<file path="config.mk">
export PLATFORM = sky130hd
export DESIGN_NAME = apb_slave
export DESIGN_NICKNAME = d
export VERILOG_FILES = /design/src/rtl/apb_slave.sv
export SDC_FILE = /design/constraint.sdc
export NUM_CORES = 1
export LEC_CHECK = 0
export BUFFER_PORTS_ARGS = -buffer_cell sky130_fd_sc_hd__buf_2
export CAP_MARGIN = 20
export CORE_MARGIN = 8
export CORE_UTILIZATION = 62
export DETAILED_ROUTE_END_ITERATION = 8
export PLACE_DENSITY = 0.79
export SLEW_MARGIN = 20
export SYNTH_ARGS = -nofsm -noshare
export SYNTH_HDL_FRONTEND = slang
export SYNTH_SLANG_ARGS = --single-unit
</file>
<file path="constraint.sdc">
create_clock -name PCLK -period 2.8 [get_ports PCLK]
set_input_delay 0.28 -clock PCLK [delete_from_list [all_inputs] [get_ports PCLK]]
set_output_delay 0.28 -clock PCLK [all_outputs]
set_load 0.01 [all_outputs]
</file>
<file path="src/rtl/apb_slave.sv">
// ---------------------------------------------------------------------------
// apb_slave
//   APB completer with a 16-entry register file and a fixed number of wait
//   states per transfer. Entries 0..14 are read/write with byte strobes;
//   entry 15 is a read-only identification word (0xA5B0_0001).
//   Misaligned addresses, addresses at or above 0x40, and writes to the ID
//   word complete with PSLVERR=1 and have no side effect.
//
// Ports
//   PCLK     in   rising-edge clock
//   PRESETn  in   asynchronous active-low reset
//   PSEL     in   slave select
//   PENABLE  in   access phase
//   PWRITE   in   1 = write, 0 = read
//   PADDR    in   byte address [ADDWIDTH-1:0]
//   PWDATA   in   write data [DATAWIDTH-1:0]
//   PSTRB    in   write byte-lane enables [DATAWIDTH/8-1:0]
//   PREADY   out  transfer complete (high for exactly one cycle)
//   PRDATA   out  read data, zero outside a successful read response
//   PSLVERR  out  transfer error, qualified by PREADY
// ---------------------------------------------------------------------------
module apb_slave #(
  parameter int ADDWIDTH   = 8,
  parameter int DATAWIDTH  = 32,
  parameter int WAITCYCLES = 2
) (
  input  logic                   PCLK,
  input  logic                   PRESETn,
  input  logic                   PSEL,
  input  logic                   PENABLE,
  input  logic                   PWRITE,
  input  logic [ADDWIDTH-1:0]    PADDR,
  input  logic [DATAWIDTH-1:0]   PWDATA,
  input  logic [DATAWIDTH/8-1:0] PSTRB,
  output logic                   PREADY,
  output logic [DATAWIDTH-1:0]   PRDATA,
  output logic                   PSLVERR
);

  localparam int                   NLANES    = DATAWIDTH / 8;
  localparam logic [DATAWIDTH-1:0] ID_VALUE  = DATAWIDTH'(32'hA5B0_0001);
  localparam logic [3:0]           WAIT_INIT = 4'(WAITCYCLES);

  typedef enum logic [1:0] {
    IDLE = 2'd0,
    WAIT = 2'd1,
    RESP = 2'd2
  } state_t;

  state_t                state_reg;
  logic [3:0]            cnt_reg;
  logic [ADDWIDTH-1:0]   addr_reg;
  logic                  write_reg;
  logic [DATAWIDTH-1:0]  wdata_reg;
  logic [NLANES-1:0]     strb_reg;
  logic                  err_reg;
  logic                  pready_reg;
  logic                  pslverr_reg;
  logic [DATAWIDTH-1:0]  prdata_reg;

  logic                  setup_cycle;
  logic                  high_addr;
  logic                  setup_err;
  logic [3:0]            cur_idx;
  logic                  cur_write;
  logic                  cur_err;
  logic [DATAWIDTH-1:0]  rd_word;
  logic                  wr_commit;

  assign setup_cycle = (state_reg == IDLE) && PSEL && !PENABLE;

  // Any address bit at or above bit 6 set means the request is beyond 0x3F.
  generate
    if (ADDWIDTH > 6) begin : g_hi
      assign high_addr = |PADDR[ADDWIDTH-1:6];
    end else begin : g_nohi
      assign high_addr = 1'b0;
    end
  endgenerate

  assign setup_err = (PADDR[1:0] != 2'b00) || high_addr ||
                     (PWRITE && (PADDR[5:2] == 4'hF));

  // With zero wait states the response is built on the setup edge itself,
  // so the read path must look at the live bus rather than the latches.
  assign cur_idx   = setup_cycle ? PADDR[5:2] : addr_reg[5:2];
  assign cur_write = setup_cycle ? PWRITE     : write_reg;
  assign cur_err   = setup_cycle ? setup_err  : err_reg;

  assign wr_commit = (state_reg == RESP) && PSEL && PENABLE && write_reg && !err_reg;

  // One byte-wide storage array per lane so each strobe owns its own state.
  // Entry 15 is never written; its read is replaced by the ID word.
  genvar gi;
  generate
    for (gi = 0; gi < NLANES; gi++) begin : g_lane
      logic [7:0] mem_reg [0:15];

      always_ff @(posedge PCLK or negedge PRESETn) begin
        if (!PRESETn) begin
          for (int i = 0; i < 16; i++) begin
            mem_reg[i] <= 8'h00;
          end
        end else if (wr_commit && strb_reg[gi]) begin
          mem_reg[addr_reg[5:2]] <= wdata_reg[gi*8 +: 8];
        end
      end

      assign rd_word[gi*8 +: 8] = (cur_idx == 4'hF) ? ID_VALUE[gi*8 +: 8]
                                                    : mem_reg[cur_idx];
    end
  endgenerate

  always_ff @(posedge PCLK or negedge PRESETn) begin
    if (!PRESETn) begin
      state_reg   <= IDLE;
      cnt_reg     <= 4'd0;
      addr_reg    <= '0;
      write_reg   <= 1'b0;
      wdata_reg   <= '0;
      strb_reg    <= '0;
      err_reg     <= 1'b0;
      pready_reg  <= 1'b0;
      pslverr_reg <= 1'b0;
      prdata_reg  <= '0;
    end else begin
      // Response outputs live for exactly the one RESP cycle.
      pready_reg  <= 1'b0;
      pslverr_reg <= 1'b0;
      prdata_reg  <= '0;
      case (state_reg)
        IDLE: begin
          // PENABLE without a preceding setup cycle is ignored here.
          if (setup_cycle) begin
            addr_reg  <= PADDR;
            write_reg <= PWRITE;
            wdata_reg <= PWDATA;
            strb_reg  <= PSTRB;
            err_reg   <= setup_err;
            if (WAITCYCLES == 0) begin
              state_reg   <= RESP;
              pready_reg  <= 1'b1;
              pslverr_reg <= cur_err;
              prdata_reg  <= (!cur_write && !cur_err) ? rd_word : '0;
            end else begin
              state_reg <= WAIT;
              cnt_reg   <= WAIT_INIT;
            end
          end
        end
        WAIT: begin
          if (!PSEL) begin
            state_reg <= IDLE;
            cnt_reg   <= 4'd0;
          end else if (cnt_reg == 4'd1) begin
            state_reg   <= RESP;
            cnt_reg     <= 4'd0;
            pready_reg  <= 1'b1;
            pslverr_reg <= cur_err;
            prdata_reg  <= (!cur_write && !cur_err) ? rd_word : '0;
          end else begin
            cnt_reg <= cnt_reg - 4'd1;
          end
        end
        RESP: begin
          state_reg <= IDLE;
        end
        default: begin
          state_reg <= IDLE;
        end
      endcase
    end
  end

  assign PREADY  = pready_reg;
  assign PSLVERR = pslverr_reg;
  assign PRDATA  = prdata_reg;

endmodule

</file>
==> qor.yml, run 1 <==
finish:
  nets_final: 2182
  drive_above_1_share_pct: 40.2
  final_cell_mix: "sky130_fd_sc_hd__dfrtp_1, sky130_fd_sc_hd__mux2_2, sky130_fd_sc_hd__nand2_1"
  area_growth_syn_to_layout_pct: 15.6
  antenna-diode-count: 0
  post-route-cell-area_um2: 29900
  largest_register_ffs: 504
  layout.cells.most_common: "sky130_fd_sc_hd__dfrtp_1"
  seq_area_um2: 14700
  fillers: 2713
  finish.utilization_pct: 71.9
  multi_input_gate_area_um2: 10700
yosys:
  synth.cell_area_um2: 25900
  combinational_family_with_the_most_area_after_synthesis: "multiplexers"
  synthXorXnorAreaFrac_pct: 0.0339
  sequential_area_share_after_synthesis_pct: 56.7
  synthesis_warnings: 0
  synth.area.mux_share_pct: 29.5
  synth_top_flop_cell: "sky130_fd_sc_hd__dfrtp_1"
  synthesis.nets: 2009
  post_synthesis_instance_total: 1958
  synth_compound_area_share_pct: 4.86
  synth-adder-area-share_pct: 0.0968
  ys_ff_latch: 586
  async_reset_ff_share_pct: 100
  post_synth_and_or_nand_nor_area_fraction_pct: 6.67
  synth_cell_type_count: 48
  synth-edff-count: 0
  synth.avg_cell_area_um2: 13.2
setup_path:
  worst-r2r-setup-slack_ns: -0.002
  critical_path.reg2reg.endpoint: "g_lane[3].mem_reg[123]$_DFFE_PN0P_"
  worst_setup_path_end_kind: "flop"
  critical_path_peak_fanout: 8
  startpoint_type: "flop"
  worstSetupPathType: "flop to flop"
  required_ns: 3.29
  timing.rr.start: "addr_reg[3]$_DFFE_PN0P_"
  r2r_cells: 3
  critPathArrivalTime_ns: 3.29
drt:
  met3_length_um: 5040
  met2_length_um: 31200
  sum_of_routed_wire_length_over_all_layers_um: 66500
  route.antenna.remaining_nets: 0
  wire_length_the_detailed_router_placed_on_met1_um: 28000
  via_density: 6.33
  dr.max_layer_used: "met4"
  drc: 0
  routed_wire_length_per_instance_um: 24.5
  dr.first_iter.drc_count: 1513
  dr.pass1.iters: 6
  total_via_count_after_detailed_routing: 17200
placed_design:
  gpl.final_weighted_congestion: 0.847
  io_buffer_count: 82
  placed_cell_area_um2: 27500
  detailed_place_hpwl_um: 41400
  dp_slack_ns: 0.0830
timing:
  final_period_minus_worst_setup_slack_ns: 2.80
  max_slew.worst_pin.slew_ns: 1.23
  final.period_utilization_pct: 100
  max_slew_margin_pct: 17.2
  timing_max_transition_violations_final: 0
  final.setup.worst_slack_ns: -0.00193
  skew_ns: 0.0342
  rsz0062_at_grt: "no"
  fmax_mhz: 357
  finalSetupViolCount: 1
  finalHoldViolCount: 0
die:
  pin_count: 83
  die_area_um2: 48500
  core_area_um2: 41600
  die_width_um: 220
  num_rows: 75
  initial_core_util_pct: 62.2
  fp.dieH_um: 220
clocking:
  numCtsBuffers: 58
  tritoncts_num_sinks: 586
  clock_insertion_delay_worst_skew_ns: 0.62
  clk_transition_reported_paths_ns: 0.06
  cts_tree: "built"
  cts-root-buf: "sky130_fd_sc_hd__clkbuf_16"
  cts_max_level: 2
  clk_path_buf_depth: 3
run_status:
  outcome: "finished with violations"
  failing_checks: "setup timing"
global_route:
  grt_pass1_vias: 18400
  globalRouteTotalUtil_pct: 28.0
  grt-ovfl-total: 0
  maximum_number_of_pins_on_one_net_before_global_route_repair: 86
  grt_pass1_wl_um: 105000
  antenna_found_initial: 0
pwr:
  p_leak_nw: 15.1
  vdd.ir_drop.worst_mv: 0.571
  power.density_cell_area_nw_per_um2: 694
worst_hold_path:
  min_delay_worst_endpoint: "state_reg[1]$_DFFE_PN0P_"
  hold_path_depth: 3
  hold_path_startpoint: "PSEL"
  timing.hold.worst.class: "primary input to flop"
run:
  maxCapViolCount: 0
per-layer routing:
metal	up-vias	GRT usage, %
met2	656	43.9
met4	0	10.6
li1	7429	-
met3	150	6.21
met1	8926	38.1
met5	-	0
per-stage QoR:
| step | hold WS [ns] | TNS, ns | power, mW | instances |
|---|---|---|---|---|
| after floorplan | -0.0156 | 0 | 11.3 | 1958 |
| after global placement | 0.273 | 0 | 12.6 | 2570 |
| final | 0.0438 | -0.00193 | 20.8 | 2713 |
| after detailed placement | 0.274 | 0 | 12.7 | 2570 |
| after CTS | 0.00663 | 0 | 20.7 | 2711 |
| after global routing | 0.0392 | 0 | 21.5 | 2713 |
where the power goes:
group | internal [mW] | switching [mW]
clock network | 4.76 | 3.24
registers | 8.66 | 0.754
logic | 1.25 | 2.10
Yosys cell counts (7+ instances only):
cell type                  instances  area, µm²
sky130_fd_sc_hd__mux2i_1          82        821
sky130_fd_sc_hd__nor2_1           27        101
sky130_fd_sc_hd__mux2_2          552       6220
sky130_fd_sc_hd__mux4_2           24        541
sky130_fd_sc_hd__a221oi_1         48        420
sky130_fd_sc_hd__a21oi_1          42        210
sky130_fd_sc_hd__buf_4            11       82.6
sky130_fd_sc_hd__nor3_1            8       40.0
sky130_fd_sc_hd__o22ai_1          24        150
sky130_fd_sc_hd__clkbuf_1         77        289
sky130_fd_sc_hd__a31oi_1           7       43.8
sky130_fd_sc_hd__nand3_1          38        190
sky130_fd_sc_hd__nand2_1         307       1150
sky130_fd_sc_hd__o21ai_0          10       50.1
sky130_fd_sc_hd__dfrtp_1         586      14700
sky130_fd_sc_hd__a221o_1          24        240
sky130_fd_sc_hd__buf_2            19       95.1
sky130_fd_sc_hd__nor4_1            7       43.8
how the worst max path moves through the flow:
stage | from | cells after the start | slack, ns | end
2_1_floorplan | state_reg[0]$_DFFE_PN0P_ | 7 | 0.31 | PRDATA[10]$_DFF_PN0_
3_3_place_gp | state_reg[0]$_DFFE_PN0P_ | 9 | 0.16 | PRDATA[10]$_DFF_PN0_
3_5_place_dp | state_reg[0]$_DFFE_PN0P_ | 9 | 0.08 | PRDATA[13]$_DFF_PN0_
4_1_cts | state_reg[0]$_DFFE_PN0P_ | 9 | 0.09 | PRDATA[13]$_DFF_PN0_
5_1_grt | state_reg[1]$_DFFE_PN0P_ | 9 | 0.02 | PRDATA[14]$_DFF_PN0_
6_report | addr_reg[3]$_DFFE_PN0P_ | 3 | -0.002 | g_lane[3].mem_reg[123]$_DFFE_PN0P_
layout make-up:
cell class,count,share of cell area [%]
timing repair inverter,1,0.0293
multi-input combinational,1248,35.7
sequential,586,49.1
timing repair buffer,226,6.19
clock inverter,20,0.862
inverter,10,0.222
tap,539,2.26
clock buffer,83,5.71
critical path, cell delays in order (launching register included):
cell and delay [ns]:
sky130_fd_sc_hd__dfrtp_1 0.52, sky130_fd_sc_hd__nor4_1 1.08, sky130_fd_sc_hd__nand2_1 0.62, sky130_fd_sc_hd__mux2_2 0.46
kinds of logic (layout without fill, tap and decap cells):
| group | Yosys count | in the layout |
|---|---|---|
| multiplexers | 661 | 661 |
| flip-flops | 586 | 586 |
| AND/OR/NAND/NOR | 412 | 412 |
| AO/OA/AOI/OAI | 172 | 172 |
| buffers and inverters | 124 | 340 |
| adder cells (fa/ha/maj) | 2 | 2 |
| XOR/XNOR | 1 | 1 |
what timing repair did:
item,CTS,global route
gates resized for setup,0,3
hold buffers,38,0
endpoints found under the setup margin,0,16
hold endpoints to repair,92,0
buffers inserted,0,1
Power figures use the tool's default switching activity.
==> run 2, diff against run 1 <==
--- a/config.mk
+++ b/config.mk
@@ -11,6 +11,7 @@
 export CORE_UTILIZATION = 62
 export DETAILED_ROUTE_END_ITERATION = 8
 export PLACE_DENSITY = 0.79
+export SKIP_CTS_REPAIR_TIMING = 1
 export SLEW_MARGIN = 20
 export SYNTH_ARGS = -nofsm -noshare
 export SYNTH_HDL_FRONTEND = slang
==> run 2 against run 1 <==
  * The run still ends with setup timing left
  * Design area about the same
  * Global-route usage down 0.25 points
  * Clock power about the same
  * Hold slack worse by 0.012 ns
  * Flip-flop and latch count unchanged
  * Fmax down 1.0%
  * Worst setup slack worse by 0.029 ns
  * Highest routed layer unchanged
==> qor.yml, run 2 (synthesized netlist as in run 1, its figures left out) <==
run_status:
  outcome: "finished with violations"  # unchanged
  failing_checks: "setup timing"  # unchanged
drt:
  routed_wire_length_per_instance_um: 24.6  # was 24.5 µm
  dr.first_iter.drc_count: 1578  # was 1513
  via_density: 6.33  # about the same
  sum_of_routed_wire_length_over_all_layers_um: 66600  # was 66500 µm
  route.antenna.remaining_nets: 0  # unchanged
  drc: 0  # unchanged
  dr.pass1.iters: 5  # was 6
  total_via_count_after_detailed_routing: 17200  # about the same
global_route:
  met3_usage_pct: 5.85  # was 6.21%
  antenna_found_initial: 0  # unchanged
  maximum_number_of_pins_on_one_net_before_global_route_repair: 86  # unchanged
  gr-max-usage-layer: "met2"  # unchanged
  grt_util_met1_pct: 38.0  # was 38.1%
  grt_pass1_wl_um: 104000  # was 105000 µm
  globalRouteTotalUtil_pct: 27.7  # was 28.0%
  grt-ovfl-total: 0  # unchanged
  grt_pass1_vias: 18200  # was 18400
  grt_use_met2_pct: 43.5  # was 43.9%
timing:
  timing_max_transition_violations_final: 0  # unchanged
  fmax_mhz: 353  # was 357 MHz
  final.setup.worst_slack_ns: -0.0311  # was -0.00193 ns
  finalSetupViolCount: 8  # was 1
  finalHoldViolCount: 0  # unchanged
  max_slew_margin_pct: 15.9  # was 17.2%
  skew_ns: 0.0219  # was 0.0342 ns
  final_period_minus_worst_setup_slack_ns: 2.83  # was 2.80 ns
  max_slew.worst_pin.slew_ns: 1.25  # was 1.23 ns
  final.period_utilization_pct: 101  # was 100%
finish:
  layout.cells.most_common: "sky130_fd_sc_hd__dfrtp_1"  # unchanged
  largest_register_ffs: 504  # unchanged
  area_growth_syn_to_layout_pct: 15.7  # was 15.6%
  final_cells: 2713  # unchanged
  nets_final: 2182  # unchanged
  final_cell_mix: "sky130_fd_sc_hd__dfrtp_1, sky130_fd_sc_hd__mux2_2, sky130_fd_sc_hd__nand2_1"  # unchanged
  antenna-diode-count: 0  # unchanged
  drive_above_1_share_pct: 40.2  # about the same
clocking:
  cts-root-buf: "sky130_fd_sc_hd__clkbuf_16"  # unchanged
  cts_max_level: 2  # unchanged
  numCtsBuffers: 58  # unchanged
  clock_insertion_delay_worst_skew_ns: 0.62  # about the same
  clk_path_buf_depth: 3  # unchanged
  clk_transition_reported_paths_ns: 0.07  # was 0.06 ns
  tritoncts_num_sinks: 586  # unchanged
  cts_tree: "built"  # unchanged
die:
  num_rows: 75  # unchanged
  die_width_um: 220  # unchanged
  fp.dieH_um: 220  # unchanged
  core_area_um2: 41600  # unchanged
  initial_core_util_pct: 62.2  # unchanged
  die_area_um2: 48500  # unchanged
  pin_count: 83  # unchanged
setup_path:
  critical_path_peak_fanout: 8  # unchanged
  required_ns: 3.29  # about the same
  critPathArrivalTime_ns: 3.32  # was 3.29 ns
  startpoint_type: "flop"  # unchanged
  worst_setup_path_end_kind: "flop"  # unchanged
  worstSetupPathType: "flop to flop"  # unchanged
pwr:
  total_power_mw: 20.8  # about the same
  p_leak_nw: 15.1  # about the same
  power.density_cell_area_nw_per_um2: 694  # about the same
  vdd.ir_drop.worst_mv: 0.570  # was 0.571 mV
placed_design:
  io_buffer_count: 82  # unchanged
  detailed_place_hpwl_um: 41400  # unchanged
  gpl.final_weighted_congestion: 0.847  # unchanged
  post-place-cells: 2570  # unchanged
run:
  maxCapViolCount: 0  # unchanged
worst_hold_path:
  timing.hold.worst.class: "primary input to flop"  # unchanged
[run 2: cell counts in the layout (fill, tap and decap cells not counted)]
Identical to the previous run, type by type.
[run 2: worst max-delay path, cell delays in order, from the launching register on]
cell	delay [ns]
sky130_fd_sc_hd__dfrtp_1	0.52
sky130_fd_sc_hd__nor4_1	1.10
sky130_fd_sc_hd__nand2_1	0.63
sky130_fd_sc_hd__mux2_2	0.46
[run 2: power breakdown]
group / internal (mW) / switching (mW) / total [mW]
clock: 4.76 / 3.24 / 8.00
combinational: 1.25 / 2.08 / 3.34
sequential: 8.66 / 0.754 / 9.41
total: 14.7 / 6.08 / 20.8
[run 2: area by class of cell]
class | count | area, µm²
fillers | 2709 | 11700
clock inverters | 20 | 258
flip-flops and latches | 586 | 14700
well taps | 539 | 674
multi-input cells | 1248 | 10700
inverters | 10 | 66.3
repair inverters | 1 | 8.76
repair buffers | 226 | 1850
clock buffers | 83 | 1710
[run 2: metrics by stage]
step | cell area (µm²) | utilization, % | hold slack (ns) | TNS [ns] | setup WS [ns]
finish | 29900 | 71.9 | 0.0313 | -0.182 | -0.0311
global route | 29900 | 71.9 | 0.0414 | -0.0195 | -0.0159
CTS | 29500 | 70.9 | -0.371 | 0 | 0.0936
detailed placement | 27500 | 66.2 | 0.274 | 0 | 0.0830
global placement | 27500 | 66.2 | 0.273 | 0 | 0.165
floorplan | 25900 | - | -0.0156 | 0 | 0.312
[run 2: per-layer routing]
layer | up-vias | wire length (µm) | part of all wire [%]
li1 | 7456 | - | -
met1 | 8907 | 27900 | 42
met2 | 652 | 31300 | 47
met3 | 145 | 5100 | 7.6
met4 | 0 | 2360 | 3.5
met5 | - | 0 | 0
[run 2: worst paths after layout]
kind,start,to,slack (ns),cells past startpoint
min in group asynchronous,PRESETn,wdata_reg[4]$_DFFE_PN0P_,0.23,2
max in group asynchronous,PRESETn,g_lane[2].mem_reg[111]$_DFFE_PN0P_,1.59,4
min,PSEL,state_reg[1]$_DFFE_PN0P_,0.03,3
min reg2reg,g_lane[3].mem_reg[46]$_DFFE_PN0P_,g_lane[3].mem_reg[46]$_DFFE_PN0P_,0.50,1
max reg2reg,addr_reg[3]$_DFFE_PN0P_,g_lane[3].mem_reg[123]$_DFFE_PN0P_,-0.03,3
max,addr_reg[3]$_DFFE_PN0P_,g_lane[3].mem_reg[123]$_DFFE_PN0P_,-0.03,3
==> run 3, diff against run 2 <==
--- a/config.mk
+++ b/config.mk
@@ -8,9 +8,9 @@
 export BUFFER_PORTS_ARGS = -buffer_cell sky130_fd_sc_hd__buf_2
 export CAP_MARGIN = 20
 export CORE_MARGIN = 8
-export CORE_UTILIZATION = 62
+export CORE_UTILIZATION = 67
 export DETAILED_ROUTE_END_ITERATION = 8
-export PLACE_DENSITY = 0.79
+export PLACE_DENSITY = 0.84
 export SKIP_CTS_REPAIR_TIMING = 1
 export SLEW_MARGIN = 20
 export SYNTH_ARGS = -nofsm -noshare
==> constraint.sdc (replaced) <==
create_clock -name PCLK -period 3.5 [get_ports PCLK]
set_input_delay 0.35 -clock PCLK [delete_from_list [all_inputs] [get_ports PCLK]]
set_output_delay 0.35 -clock PCLK [all_outputs]
set_load 0.01 [all_outputs]
==> run 3 against run 2 <==
  * The flow now finishes without violations
  * Clock power down 24%
  * Via count down 0.13%
  * Combinational power down 26%
  * Highest routed layer unchanged
  * Wire length down 0.13%
  * Worst setup slack better by 0.21 ns
  * Critical path type unchanged
  * Fmax down 15%
  * Register-to-register slack better by 0.21 ns
  * Core utilization up 4.2 points
  * Final cell count down 2.9%
  * Global-route usage up 2.3 points
  * Largest cell class unchanged
  * Hold slack better by 0.0038 ns
==> qor.yml, run 3 (synthesized netlist as in run 1, its figures left out) <==
drt:
  dr.max_layer_used: "met4"  # unchanged
  routed_wire_length_per_instance_um: 25.3  # was 24.6 µm
  route.antenna.remaining_nets: 0  # unchanged
  total_via_count_after_detailed_routing: 17100  # was 17200
  dr.pass1.iters: 7  # was 5
  dr.first_iter.drc_count: 1675  # was 1578
  via_density: 6.51  # was 6.33
  met3_length_um: 5620  # was 5100 µm
  wire_length_the_detailed_router_placed_on_met1_um: 26400  # was 27900 µm
  drc: 0  # unchanged
  met2_length_um: 31700  # was 31300 µm
  sum_of_routed_wire_length_over_all_layers_um: 66500  # was 66600 µm
finish:
  layout.cells.most_common: "sky130_fd_sc_hd__dfrtp_1"  # unchanged
  seq_area_um2: 14700  # unchanged
  antenna-diode-count: 0  # unchanged
  fillers: 2316  # was 2709
  nets_final: 2126  # was 2182
  multi_input_gate_area_um2: 10700  # about the same
  largest_register_ffs: 504  # unchanged
  drive_above_1_share_pct: 38.2  # was 40.2%
  area_growth_syn_to_layout_pct: 12.9  # was 15.7%
  final_cells: 2634  # was 2713
  final_cell_mix: "sky130_fd_sc_hd__dfrtp_1, sky130_fd_sc_hd__mux2_2, sky130_fd_sc_hd__nand2_1"  # unchanged
clocking:
  cts_tree: "built"  # unchanged
  clk_transition_reported_paths_ns: 0.06  # was 0.07 ns
  tritoncts_num_sinks: 586  # unchanged
  clock_insertion_delay_worst_skew_ns: 0.61  # was 0.62 ns
  numCtsBuffers: 57  # was 58
  cts-root-buf: "sky130_fd_sc_hd__clkbuf_16"  # unchanged
  cts_max_level: 2  # unchanged
  clk_path_buf_depth: 3  # unchanged
global_route:
  grt-ovfl-total: 0  # unchanged
  antenna_found_initial: 0  # unchanged
  grt_pass1_vias: 18300  # was 18200
  maximum_number_of_pins_on_one_net_before_global_route_repair: 104  # was 86
  globalRouteTotalUtil_pct: 30.0  # was 27.7%
  grt_pass1_wl_um: 105000  # was 104000 µm
pwr:
  clock_power_share_pct: 37.7  # was 38.6%
  net-switching-power_mw: 4.72  # was 6.08 mW
  total_power_mw: 16.0  # was 20.8 mW
  power.switching_fraction_pct: 29.4  # was 29.3%
  vdd.ir_drop.worst_mv: 0.516  # was 0.570 mV
  power.density_cell_area_nw_per_um2: 549  # was 694 nW/µm²
  p_seq_share_pct: 46.8  # was 45.4%
  p_comb_share_pct: 15.5  # was 16.1%
  power.internal_mw: 11.3  # was 14.7 mW
  p_leak_nw: 14.7  # was 15.1 nW
die:
  die_area_um2: 45100  # was 48500 µm²
  num_rows: 72  # was 75
  initial_core_util_pct: 67.4  # was 62.2%
  die_width_um: 212  # was 220 µm
  core_area_um2: 38400  # was 41600 µm²
  pin_count: 83  # unchanged
  fp.dieH_um: 212  # was 220 µm
setup_path:
  startpoint_type: "flop"  # unchanged
  required_ns: 3.98  # was 3.29 ns
  critical_path_peak_fanout: 17  # was 8
  critPathArrivalTime_ns: 3.80  # was 3.32 ns
  worst_setup_path_end_kind: "flop"  # unchanged
  worstSetupPathType: "flop to flop"  # unchanged
timing:
  skew_ns: 0.0230  # was 0.0219 ns
  fmax_mhz: 301  # was 353 MHz
  final.setup.worst_slack_ns: 0.174  # was -0.0311 ns
  rsz0062_at_grt: "no"
  final.period_utilization_pct: 95.0  # was 101%
  finalSetupViolCount: 0  # was 8
  timing_max_transition_violations_final: 0  # unchanged
  worst_hold_slack_ns: 0.0351  # was 0.0313 ns
  final_period_minus_worst_setup_slack_ns: 3.33  # was 2.83 ns
  finalHoldViolCount: 0  # unchanged
  max_slew.worst_pin.slew_ns: 1.11  # was 1.25 ns
  max_slew_margin_pct: 26.2  # was 15.9%
  fin_setup_tns_ns: 0  # was -0.182 ns
placed_design:
  post-place-cells: 2497  # was 2570
  dp_slack_ns: 0.350  # was 0.0830 ns
  io_buffer_count: 82  # unchanged
  gpl.final_weighted_congestion: 0.892  # was 0.847
  detailed_place_hpwl_um: 40400  # was 41400 µm
run_status:
  outcome: "completed"  # was finished with violations
run:
  maxCapViolCount: 0  # unchanged
worst_hold_path:
  timing.hold.worst.class: "primary input to flop"  # unchanged
[run 3: routing by layer]
layer	track usage (%)	vias to the layer above
met5	0	-
met4	12.8	0
met3	7.61	200
met2	47.9	755
met1	39.1	8832
li1	-	7351
[run 3: layout make-up]
| class | count | area share (%) |
|---|---|---|
| sequential | 586 | 50.2 |
| multi-input combinational | 1248 | 36.5 |
| clock buffer | 88 | 5.81 |
| timing repair buffer | 172 | 4.58 |
| tap | 518 | 2.22 |
| clock inverter | 12 | 0.484 |
| inverter | 10 | 0.163 |
[run 3: path summary, 6_finish.rpt]
| kind | startpoint | to | slack, ns | depth (start not counted) |
|---|---|---|---|---|
| setup / recovery | state_reg[0]$_DFFE_PN0P_ | PRDATA[27]$_DFF_PN0_ | 0.17 | 7 |
| hold / removal | PWRITE | write_reg$_DFFE_PN0N_ | 0.04 | 3 |
| setup reg to reg | state_reg[0]$_DFFE_PN0P_ | PRDATA[27]$_DFF_PN0_ | 0.17 | 7 |
| hold reg to reg | g_lane[0].mem_reg[13]$_DFFE_PN0P_ | g_lane[0].mem_reg[13]$_DFFE_PN0P_ | 0.50 | 1 |
| max in group asynchronous | PRESETn | g_lane[3].mem_reg[28]$_DFFE_PN0P_ | 2.11 | 3 |
| min in group asynchronous | PRESETn | g_lane[0].mem_reg[84]$_DFFE_PN0P_ | 0.37 | 2 |
[run 3: per-stage QoR]
step | cell area (µm²) | utilization (%)
global route | 29200 | 76.1
detailed placement | 27000 | 70.3
floorplan | 25900 | -
global placement | 27000 | 70.3
CTS | 28800 | 75.1
finish | 29200 | 76.1
[run 3: worst max-delay path: stages (launching register included)]
cell and delay (ns):
sky130_fd_sc_hd__dfrtp_1 0.45, sky130_fd_sc_hd__nor4b_4 0.49, sky130_fd_sc_hd__buf_4 0.37, sky130_fd_sc_hd__mux2i_4 0.19
sky130_fd_sc_hd__nor2_2 0.88, sky130_fd_sc_hd__buf_4 0.35, sky130_fd_sc_hd__a221oi_1 0.12, sky130_fd_sc_hd__a221o_1 0.35
[run 3: power groups by stage]
stage / sequential (mW) / clock [mW] / combinational, mW
6_report: 7.51 / 6.05 / 2.48
5_1_grt: 7.56 / 6.41 / 2.65
4_1_cts: 7.49 / 6.11 / 2.42
3_5_place_dp: 7.61 / 0 / 2.39
3_3_place_gp: 7.57 / 0 / 2.31
2_1_floorplan: 7.22 / 0 / 1.79
